`config.mk`:
```
export PLATFORM = sky130hd
export DESIGN_NAME = vga_timing_receiver_flat
export DESIGN_NICKNAME = d
export VERILOG_FILES = /design/src/rtl/vga_timing_receiver_pkg.sv /design/src/rtl/vga_timing_receiver_if.sv /design/src/rtl/vga_timing_receiver_sync_edge.sv /design/src/rtl/vga_timing_receiver.sv /design/src/flat_wrapper.sv
export SDC_FILE = /design/constraint.sdc
export NUM_CORES = 1
export LEC_CHECK = 0
export ABC_AREA = 0
export CORE_MARGIN = 1
export CORE_UTILIZATION = 55
export DETAILED_ROUTE_END_ITERATION = 6
export PLACE_DENSITY_LB_ADDON = 0.25
export SYNTH_ARGS = -nofsm -noshare
export SYNTH_HDL_FRONTEND = slang
export SYNTH_SLANG_ARGS = --single-unit
```
`constraint.sdc`:
```
create_clock -name iVGA_CLK -period 9.2 [get_ports iVGA_CLK]
set_input_delay 2.3 -clock iVGA_CLK [delete_from_list [all_inputs] [get_ports iVGA_CLK]]
set_output_delay 2.3 -clock iVGA_CLK [all_outputs]
set_load 0.02 [all_outputs]
```
`src/rtl/vga_timing_receiver_pkg.sv`:
```
// Purpose : shared constants, FSM state encoding and a saturating-increment
//           helper for the VGA timing receiver.
// Contents: nominal 640x480 geometry (800 clocks/line, 525 lines/frame),
//           rx_state_e (IDLE / MEASURE / LOCKED), sat_inc10().
package vga_timing_receiver_pkg;

  localparam int VGA_H_ACTIVE = 640;
  localparam int VGA_V_ACTIVE = 480;
  localparam int VGA_H_TOTAL  = 800;
  localparam int VGA_V_TOTAL  = 525;

  typedef enum logic [1:0] {
    ST_IDLE    = 2'd0,
    ST_MEASURE = 2'd1,
    ST_LOCKED  = 2'd2
  } rx_state_e;

  // Coordinates and line counts stick at 1023 instead of wrapping.
  function automatic logic [9:0] sat_inc10(input logic [9:0] v);
    return (v == 10'h3FF) ? v : v + 10'd1;
  endfunction

endpackage

```
`src/rtl/vga_timing_receiver_if.sv`:
```
// Purpose : bundles the video inputs (as driven to the DAC) and the
//           receiver's measurement outputs.
// Modports: master - video source / observer (drives i*, reads o*)
//           slave  - the receiver (reads i*, drives o*)
interface vga_timing_receiver_if;
  logic        iHS;
  logic        iVS;
  logic        iBLANK_n;
  logic [7:0]  iR;
  logic [7:0]  iG;
  logic [7:0]  iB;
  logic [9:0]  oX;
  logic [9:0]  oY;
  logic        oPIX_VALID;
  logic        oFRAME_START;
  logic        oLOCKED;
  logic [9:0]  oH_ACTIVE;
  logic [9:0]  oV_ACTIVE;
  logic [10:0] oH_TOTAL;
  logic [31:0] oFRAME_SUM;
  logic [7:0]  oERR_CNT;

  modport master (
    output iHS, iVS, iBLANK_n, iR, iG, iB,
    input  oX, oY, oPIX_VALID, oFRAME_START, oLOCKED,
           oH_ACTIVE, oV_ACTIVE, oH_TOTAL, oFRAME_SUM, oERR_CNT
  );

  modport slave (
    input  iHS, iVS, iBLANK_n, iR, iG, iB,
    output oX, oY, oPIX_VALID, oFRAME_START, oLOCKED,
           oH_ACTIVE, oV_ACTIVE, oH_TOTAL, oFRAME_SUM, oERR_CNT
  );
endinterface

```
`src/rtl/vga_timing_receiver_sync_edge.sv`:
```
// Purpose : two-stage register of HS, VS and BLANK_n with sync polarity
//           normalised to active-high, plus edge detection (s1 vs s2).
// Ports   : clk_i, rst_i (async, active-high); hs_i, vs_i, blank_n_i raw;
//           hs_rise_o / vs_rise_o = sync leading edges, blank_fall_o = end of
//           active line, blank_s1_o = registered BLANK_n (stage s1).
module vga_timing_receiver_sync_edge #(
  parameter bit SYNC_LOW = 1'b1
) (
  input  logic clk_i,
  input  logic rst_i,
  input  logic hs_i,
  input  logic vs_i,
  input  logic blank_n_i,
  output logic hs_rise_o,
  output logic vs_rise_o,
  output logic blank_fall_o,
  output logic blank_s1_o
);

  // bit order: {hs, vs, blank_n}; sync bits are 1 while the pulse is active
  logic [2:0] s1_d, s1_q, s2_q;

  assign s1_d = {(SYNC_LOW ? ~hs_i : hs_i), (SYNC_LOW ? ~vs_i : vs_i), blank_n_i};

  always_ff @(posedge clk_i or posedge rst_i) begin
    if (rst_i) begin
      s1_q <= '0;
      s2_q <= '0;
    end else begin
      s1_q <= s1_d;
      s2_q <= s1_q;
    end
  end

  assign hs_rise_o    = s1_q[2] & ~s2_q[2];
  assign vs_rise_o    = s1_q[1] & ~s2_q[1];
  assign blank_fall_o = ~s1_q[0] & s2_q[0];
  assign blank_s1_o   = s1_q[0];

endmodule

```
`src/rtl/vga_timing_receiver.sv`:
```
// Purpose : sink-side VGA timing checker. Recovers pixel coordinates,
//           measures line/frame geometry, locks against the expected
//           geometry and sums R+G+B over each frame's active pixels.
// Ports   : iVGA_CLK pixel clock, iRST async active-high reset,
//           vga (slave modport) carrying sync/blank/pixel inputs and all
//           measurement outputs.
//
//  state   | meaning
//  IDLE    | after reset; first (partial) frame is discarded
//  MEASURE | evaluating frames, counting consecutive matches
//  LOCKED  | LOCK_FRAMES matching frames seen in a row
module vga_timing_receiver
  import vga_timing_receiver_pkg::*;
#(
  parameter int H_ACTIVE    = VGA_H_ACTIVE,
  parameter int V_ACTIVE    = VGA_V_ACTIVE,
  parameter int H_TOTAL     = VGA_H_TOTAL,
  parameter int LOCK_FRAMES = 2,
  parameter bit SYNC_LOW    = 1'b1
) (
  input  logic                  iVGA_CLK,
  input  logic                  iRST,
  vga_timing_receiver_if.slave  vga
);

  localparam logic [9:0]  H_ACT_L = 10'(H_ACTIVE);
  localparam logic [9:0]  V_ACT_L = 10'(V_ACTIVE);
  localparam logic [10:0] H_TOT_L = 11'(H_TOTAL);
  localparam logic [3:0]  LOCK_L  = 4'(LOCK_FRAMES);

  logic hs_rise, vs_rise, blank_fall, blank_s1;

  vga_timing_receiver_sync_edge #(.SYNC_LOW(SYNC_LOW)) u_sync (
    .clk_i        (iVGA_CLK),
    .rst_i        (iRST),
    .hs_i         (vga.iHS),
    .vs_i         (vga.iVS),
    .blank_n_i    (vga.iBLANK_n),
    .hs_rise_o    (hs_rise),
    .vs_rise_o    (vs_rise),
    .blank_fall_o (blank_fall),
    .blank_s1_o   (blank_s1)
  );

  logic [7:0]  r_q, g_q, b_q;
  logic [9:0]  x_q, y_q, line_cnt_q, h_active_q, v_active_q;
  logic [10:0] h_cnt_q, h_total_q;
  logic [31:0] acc_q, sum_q;
  logic        frame_start_q, line_err_q;
  logic [9:0]  pix_sum;

  rx_state_e   state_q, state_d;
  logic [3:0]  match_cnt_q, match_cnt_d;
  logic [7:0]  err_cnt_q, err_cnt_d;
  logic        frame_match;

  assign pix_sum = 10'(r_q) + 10'(g_q) + 10'(b_q);

  always_ff @(posedge iVGA_CLK or posedge iRST) begin
    if (iRST) begin
      r_q           <= '0;
      g_q           <= '0;
      b_q           <= '0;
      x_q           <= '0;
      y_q           <= '0;
      line_cnt_q    <= '0;
      h_active_q    <= '0;
      v_active_q    <= '0;
      h_cnt_q       <= '0;
      h_total_q     <= '0;
      acc_q         <= '0;
      sum_q         <= '0;
      frame_start_q <= 1'b0;
      line_err_q    <= 1'b0;
    end else begin
      r_q           <= vga.iR;
      g_q           <= vga.iG;
      b_q           <= vga.iB;
      frame_start_q <= vs_rise;

      // x tracks the pixel entering s1 this edge; blank_s1 is the previous one
      x_q <= (vga.iBLANK_n && blank_s1) ? sat_inc10(x_q) : '0;

      if (hs_rise) begin
        h_total_q <= h_cnt_q;
        h_cnt_q   <= 11'd1;
      end else if (h_cnt_q != 11'h7FF) begin
        h_cnt_q <= h_cnt_q + 11'd1;
      end

      if (blank_fall) begin
        h_active_q <= line_cnt_q;
        line_cnt_q <= '0;
        y_q        <= sat_inc10(y_q);
        if (y_q != '0 && line_cnt_q != h_active_q) line_err_q <= 1'b1;
      end else if (blank_s1) begin
        line_cnt_q <= sat_inc10(line_cnt_q);
      end

      // Frame end takes priority over the line bookkeeping above.
      if (vs_rise) begin
        sum_q      <= acc_q;
        acc_q      <= blank_s1 ? 32'(pix_sum) : '0;
        v_active_q <= y_q;
        y_q        <= '0;
        line_err_q <= 1'b0;
      end else if (blank_s1) begin
        acc_q <= acc_q + 32'(pix_sum);
      end
    end
  end

  // Uses registered (pre-edge) measurements, so a coincident HS edge
  // cannot disturb the evaluation of the frame that just ended.
  assign frame_match = (h_active_q == H_ACT_L) && (y_q == V_ACT_L) &&
                       (h_total_q == H_TOT_L) && !line_err_q;

  always_ff @(posedge iVGA_CLK or posedge iRST) begin
    if (iRST) begin
      state_q     <= ST_IDLE;
      match_cnt_q <= '0;
      err_cnt_q   <= '0;
    end else begin
      state_q     <= state_d;
      match_cnt_q <= match_cnt_d;
      err_cnt_q   <= err_cnt_d;
    end
  end

  always_comb begin
    state_d     = state_q;
    match_cnt_d = match_cnt_q;
    err_cnt_d   = err_cnt_q;
    if (vs_rise) begin
      case (state_q)
        ST_IDLE: begin
          state_d     = ST_MEASURE;
          match_cnt_d = '0;
        end
        ST_MEASURE: begin
          if (frame_match) begin
            match_cnt_d = match_cnt_q + 4'd1;
            if (match_cnt_q + 4'd1 >= LOCK_L) state_d = ST_LOCKED;
          end else begin
            match_cnt_d = '0;
            if (err_cnt_q != 8'hFF) err_cnt_d = err_cnt_q + 8'd1;
          end
        end
        ST_LOCKED: begin
          if (!frame_match) begin
            state_d     = ST_MEASURE;
            match_cnt_d = '0;
            if (err_cnt_q != 8'hFF) err_cnt_d = err_cnt_q + 8'd1;
          end
        end
        default: state_d = ST_IDLE;
      endcase
    end
  end

  assign vga.oX           = x_q;
  assign vga.oY           = y_q;
  assign vga.oPIX_VALID   = blank_s1;
  assign vga.oFRAME_START = frame_start_q;
  assign vga.oLOCKED      = (state_q == ST_LOCKED);
  assign vga.oH_ACTIVE    = h_active_q;
  assign vga.oV_ACTIVE    = v_active_q;
  assign vga.oH_TOTAL     = h_total_q;
  assign vga.oFRAME_SUM   = sum_q;
  assign vga.oERR_CNT     = err_cnt_q;

endmodule

```
`src/flat_wrapper.sv`:
```
// flat-port wrapper written by rule: the top's interface ports become plain ports
module vga_timing_receiver_flat import vga_timing_receiver_pkg::*;
#(
  parameter int H_ACTIVE    = VGA_H_ACTIVE,
  parameter int V_ACTIVE    = VGA_V_ACTIVE,
  parameter int H_TOTAL     = VGA_H_TOTAL,
  parameter int LOCK_FRAMES = 2,
  parameter bit SYNC_LOW    = 1'b1
)
  (iVGA_CLK, iRST, vga_iHS, vga_iVS, vga_iBLANK_n, vga_iR, vga_iG, vga_iB, vga_oX, vga_oY, vga_oPIX_VALID, vga_oFRAME_START, vga_oLOCKED, vga_oH_ACTIVE, vga_oV_ACTIVE, vga_oH_TOTAL, vga_oFRAME_SUM, vga_oERR_CNT);
  vga_timing_receiver_if vga_i ();
  input  logic iVGA_CLK;
  input  logic iRST;
  input wire logic [$bits(vga_i.iHS)-1:0] vga_iHS;
  input wire logic [$bits(vga_i.iVS)-1:0] vga_iVS;
  input wire logic [$bits(vga_i.iBLANK_n)-1:0] vga_iBLANK_n;
  input wire logic [$bits(vga_i.iR)-1:0] vga_iR;
  input wire logic [$bits(vga_i.iG)-1:0] vga_iG;
  input wire logic [$bits(vga_i.iB)-1:0] vga_iB;
  output wire logic [$bits(vga_i.oX)-1:0] vga_oX;
  output wire logic [$bits(vga_i.oY)-1:0] vga_oY;
  output wire logic [$bits(vga_i.oPIX_VALID)-1:0] vga_oPIX_VALID;
  output wire logic [$bits(vga_i.oFRAME_START)-1:0] vga_oFRAME_START;
  output wire logic [$bits(vga_i.oLOCKED)-1:0] vga_oLOCKED;
  output wire logic [$bits(vga_i.oH_ACTIVE)-1:0] vga_oH_ACTIVE;
  output wire logic [$bits(vga_i.oV_ACTIVE)-1:0] vga_oV_ACTIVE;
  output wire logic [$bits(vga_i.oH_TOTAL)-1:0] vga_oH_TOTAL;
  output wire logic [$bits(vga_i.oFRAME_SUM)-1:0] vga_oFRAME_SUM;
  output wire logic [$bits(vga_i.oERR_CNT)-1:0] vga_oERR_CNT;
  assign vga_i.iHS = vga_iHS;
  assign vga_i.iVS = vga_iVS;
  assign vga_i.iBLANK_n = vga_iBLANK_n;
  assign vga_i.iR = vga_iR;
  assign vga_i.iG = vga_iG;
  assign vga_i.iB = vga_iB;
  assign vga_oX = vga_i.oX;
  assign vga_oY = vga_i.oY;
  assign vga_oPIX_VALID = vga_i.oPIX_VALID;
  assign vga_oFRAME_START = vga_i.oFRAME_START;
  assign vga_oLOCKED = vga_i.oLOCKED;
  assign vga_oH_ACTIVE = vga_i.oH_ACTIVE;
  assign vga_oV_ACTIVE = vga_i.oV_ACTIVE;
  assign vga_oH_TOTAL = vga_i.oH_TOTAL;
  assign vga_oFRAME_SUM = vga_i.oFRAME_SUM;
  assign vga_oERR_CNT = vga_i.oERR_CNT;
  vga_timing_receiver #(.H_ACTIVE(H_ACTIVE), .V_ACTIVE(V_ACTIVE), .H_TOTAL(H_TOTAL), .LOCK_FRAMES(LOCK_FRAMES), .SYNC_LOW(SYNC_LOW)) u_core (.iVGA_CLK(iVGA_CLK), .iRST(iRST), .vga(vga_i));
endmodule
```
==> metrics.md <==
| Metric | Value |
|---|---|
| Fin. max-slew vios | `0` |
| Nets | `1,083` |
| Number of H-tree levels | `4` |
| Grt total ovfl | `0` |
| Most frequent cells in the layout | `nand2_1 (200), dfrtp_1 (182), clkdlybuf4s50_1 (122)` |
| CTS tree | `built` |
| Crit path time final | `around 4900 ps` |
| CTS resizes | `0` |
| Slowest cell on crit path | `o21ai_1` |
| Hold Crit Class | `flip-flop to flip-flop` |
| Tot GR Track Use | `23.7%` |
| Post-DR vias/cell | `5.48` |
| Final hold viol count | `0` |
| Hpwl dp | `12,300 um` |
| Crit path max fanout | `11` |
| CP Cell Sequence | `ha_1 > a21o_1 > a21oi_1 > o21ai_0 > or2_2 > xor2_1 > ha_1 > nand3_1 > o2111ai_1 > a21o_1 > a21oi_1 > xor2_1 > ha_1 > a21o_1 > a21oi_1 > o21ai_1 > nand3_1 > xor2_1 > nor2_1` |
| Final wirelength | `18,200 um` |
| Max rail drop VDD | `169 uV` |
| Critical Path Start Type | `flip-flop` |
| Pin count of the biggest net entering global routing | `107` |
| Critical path type | `flip-flop to flip-flop` |
| Area delta synth->final | `22.5%` |
| Avg WL per Cell | `14.7 um` |
| Seq/Total Area, Yosys | `51.6%` |
| Synth async-reset ratio | `100%` |
| Mapped Nets | `969` |
| Worst Tran Pin Value | `1130 ps` |
| Req. time, crit path | `9480 ps` |
| Std cell rows | `45` |
| Number of setup buffers added after CTS | `0` |
| Area leader, netlist | `dfrtp_1` |
| Worst R2R Path Depth | `19` |
| Initial drt markers | `~520` |
| Worst setup EP type | `flip-flop` |
| Layout cells sized above 1 | `under 10%` |
| Unrepaired setup endpoints after global routing | `false` |
| Max-slew headroom | `24.2%` |
| Leak Pwr | `5.03 nW` |
| CP max stage delay | `450 ps` |
| Setup total negative slack | `0 ps` |
| Most common cell after layout, fill and taps aside | `nand2_1` |
| # setup viols final | `0` |
| EDFF count, synth | `0` |
| Netlist Area Pre-Place | `8820 um2` |
| Starting Density | `a little under three fifths` |
| Final Cycle Share | `52.7%` |
| R2r endpoint | `u_core.acc_q[14]` |
| Setup Skew | `9.79 ps` |
| Crit path arrival time | `5130 ps` |
| Reg clk slew, reported paths | `roughly 60 ps` |
| Area contributors post-synth | `dfrtp_1 (52%), nand2_1 (8.5%), ha_1 (5.4%)` |
| Post-Syn Area per Cell | `9.81 um2` |
| DIE AREA | `16,500 um2` |
| Die Y | `between 100 and 150 um` |
| Chip Width | `between 100 and 150 um` |
| Antenna violations before repair | `0` |
| CTS buffer count | `17` |
| Synth cell types | `60` |
| Worst-Skew Late Latency | `approximately 430 ps` |
| Tot Pwr | `2.41 mW` |
| Area of the multi-input gates | `4060 um2` |
| Post-CTS Hold Buffers | `0` |
| Area of the core | `~15,000 um2` |
| Port buffer count | `122` |
| First-pass iteration count of the detailed router | `5` |
| Clk buf depth | `2` |
| Pwr Density | `223 nW/um2` |
| Clk sinks | `182` |
| #FFs+latches synth | `between 150 and 200` |
| Mapped Cells | `899` |
| Top-Level Pins | `approximately 120` |
| CTS Root Cell | `clkbuf_16` |
| Post-route antenna net violation count | `0` |
| Worst reg2reg startpoint | `u_core.g_q[1]` |
| Sequential cell area | `between 4000 and 5000 um2` |
| Fillers | `between 1,000 and 1,500` |
| ANT cells | `0` |
| Primary FF master, synth | `dfrtp_1` |
| Synth top area share | `51.6%` |
| Vias in the first global route | `roughly 6,500` |
| Ys Warns | `0` |
| Total number of vias | `6,771` |
| GPL Wtd Cong | `between 0.8 and 0.9` |
| CP Launch Point | `u_core.g_q[1]` |
| Fmax achieved | `roughly 0.21 GHz` |
| Maxcap violations | `0` |
| Worst R2R Setup Slack | `4350 ps` |
| End point of the critical path | `u_core.acc_q[14]` |
| Final Util | `70.1%` |
| DR DRC count | `0` |
| First-pass GRT wire length | `30,900 um` |
| Status | `complete, no violations` |
cell usage after synthesis (5+ instances only):
library cell and instances:
nand2_1 200, clkbuf_1 28, nor3_1 7, mux2i_1 6, xnor2_1 25, nand3_1 42, inv_1 22, and3_1 13
and4_1 6, xor2_1 54, o21ai_1 5, nor4_1 6, or3_1 5, o21ai_0 40, ha_1 38, nand2b_1 8
a21oi_1 28, nand4_1 25, and2_1 5, dfrtp_1 182, nor2_1 75, mux2_2 12, a21o_1 6
worst max-delay path, delay by kind of cell (launching register included):
kind | cells | cell delay [ps]
AO/OA/AOI/OAI | 9 | 2140
adder cells (fa/ha/maj) | 3 | 960
AND/OR/NAND/NOR | 4 | 680
XOR/XNOR | 3 | 560
flip-flops | 1 | 380
registers in the layout (all words and copies together), names as in the netlist, 2 cells and up:
name / cells
u_core.vga.oH_ACTIVE: 10
u_core.vga.oERR_CNT: 8
u_core.vga.oY: 10
u_core.vga.oV_ACTIVE: 10
u_core.line_cnt_q: 10
u_core.vga.oFRAME_SUM: 32
u_core.u_sync.s2_q: 3
u_core.h_cnt_q: 11
u_core.u_sync.s1_q: 3
u_core.r_q: 8
u_core.vga.oX: 10
u_core.state_q: 2
u_core.acc_q: 32
u_core.b_q: 8
u_core.match_cnt_q: 4
u_core.g_q: 8
u_core.vga.oH_TOTAL: 11
through the flow:
stage               instances  hold WS [ps]  instance area (um2)  setup WS, ps
floorplan                 899           347                 8820          1960
global placement         1205           356                10200          4540
detailed placement       1205           361                10200          4380
CTS                      1235           376                10800          4360
global route             1235           379                10800          3970
finish                   1235           376                10800          4350
layer usage:
| metal | GRT usage, % | share of wire, % | routed length (um) |
|---|---|---|---|
| met3 | 4.78 | 4.4 | 800 |
| met2 | 39.0 | 49 | 8860 |
| met1 | 31.4 | 45 | 8200 |
| met4 | 8.17 | 1.7 | 301 |
| met5 | 0 | 0 | 0 |
cells by family (layout without fill, tap and decap cells):
kind of cell	count (synthesis)	after routing	synth area share, %
flops	182	182	51.6
buf+inv	53	178	2.40
simple gates	411	411	21.5
compound gates	114	114	8.17
xor+xnor	79	79	7.85
fa+ha+maj	41	41	6.07
mux	19	19	2.34
final cells by class:
type / instances / share of cell area (%)
Sequential cell: 182 / 42.1
Clock buffer: 18 / 4.06
Inverter: 22 / 0.810
Multi-Input combinational cell: 664 / 37.5
Timing Repair Buffer: 126 / 11.6
Clock inverter: 12 / 1.44
Tap cell: 211 / 2.44
how the worst min path moves through the flow:
stage          slack [ps]               endpoint  cells past startpoint             startpoint
2_1_floorplan         350  u_core.u_sync.s2_q[2]                      0  u_core.u_sync.s1_q[2]
6_report              380  u_core.u_sync.s2_q[2]                      0  u_core.u_sync.s1_q[2]
3_3_place_gp          360  u_core.u_sync.s2_q[2]                      0  u_core.u_sync.s1_q[2]
3_5_place_dp          360  u_core.u_sync.s2_q[2]                      0  u_core.u_sync.s1_q[2]
4_1_cts               380  u_core.u_sync.s2_q[2]                      0  u_core.u_sync.s1_q[2]
5_1_grt               380  u_core.u_sync.s2_q[2]                      0  u_core.u_sync.s1_q[2]
report_power, final:
group          internal, mW  switching, mW  total [mW]
registers             0.891         0.0868       0.978
logic                 0.304          0.398       0.702
clock network         0.431          0.304       0.735
total                  1.63          0.789        2.41
No activity file was read; power rests on OpenSTA's default activity.
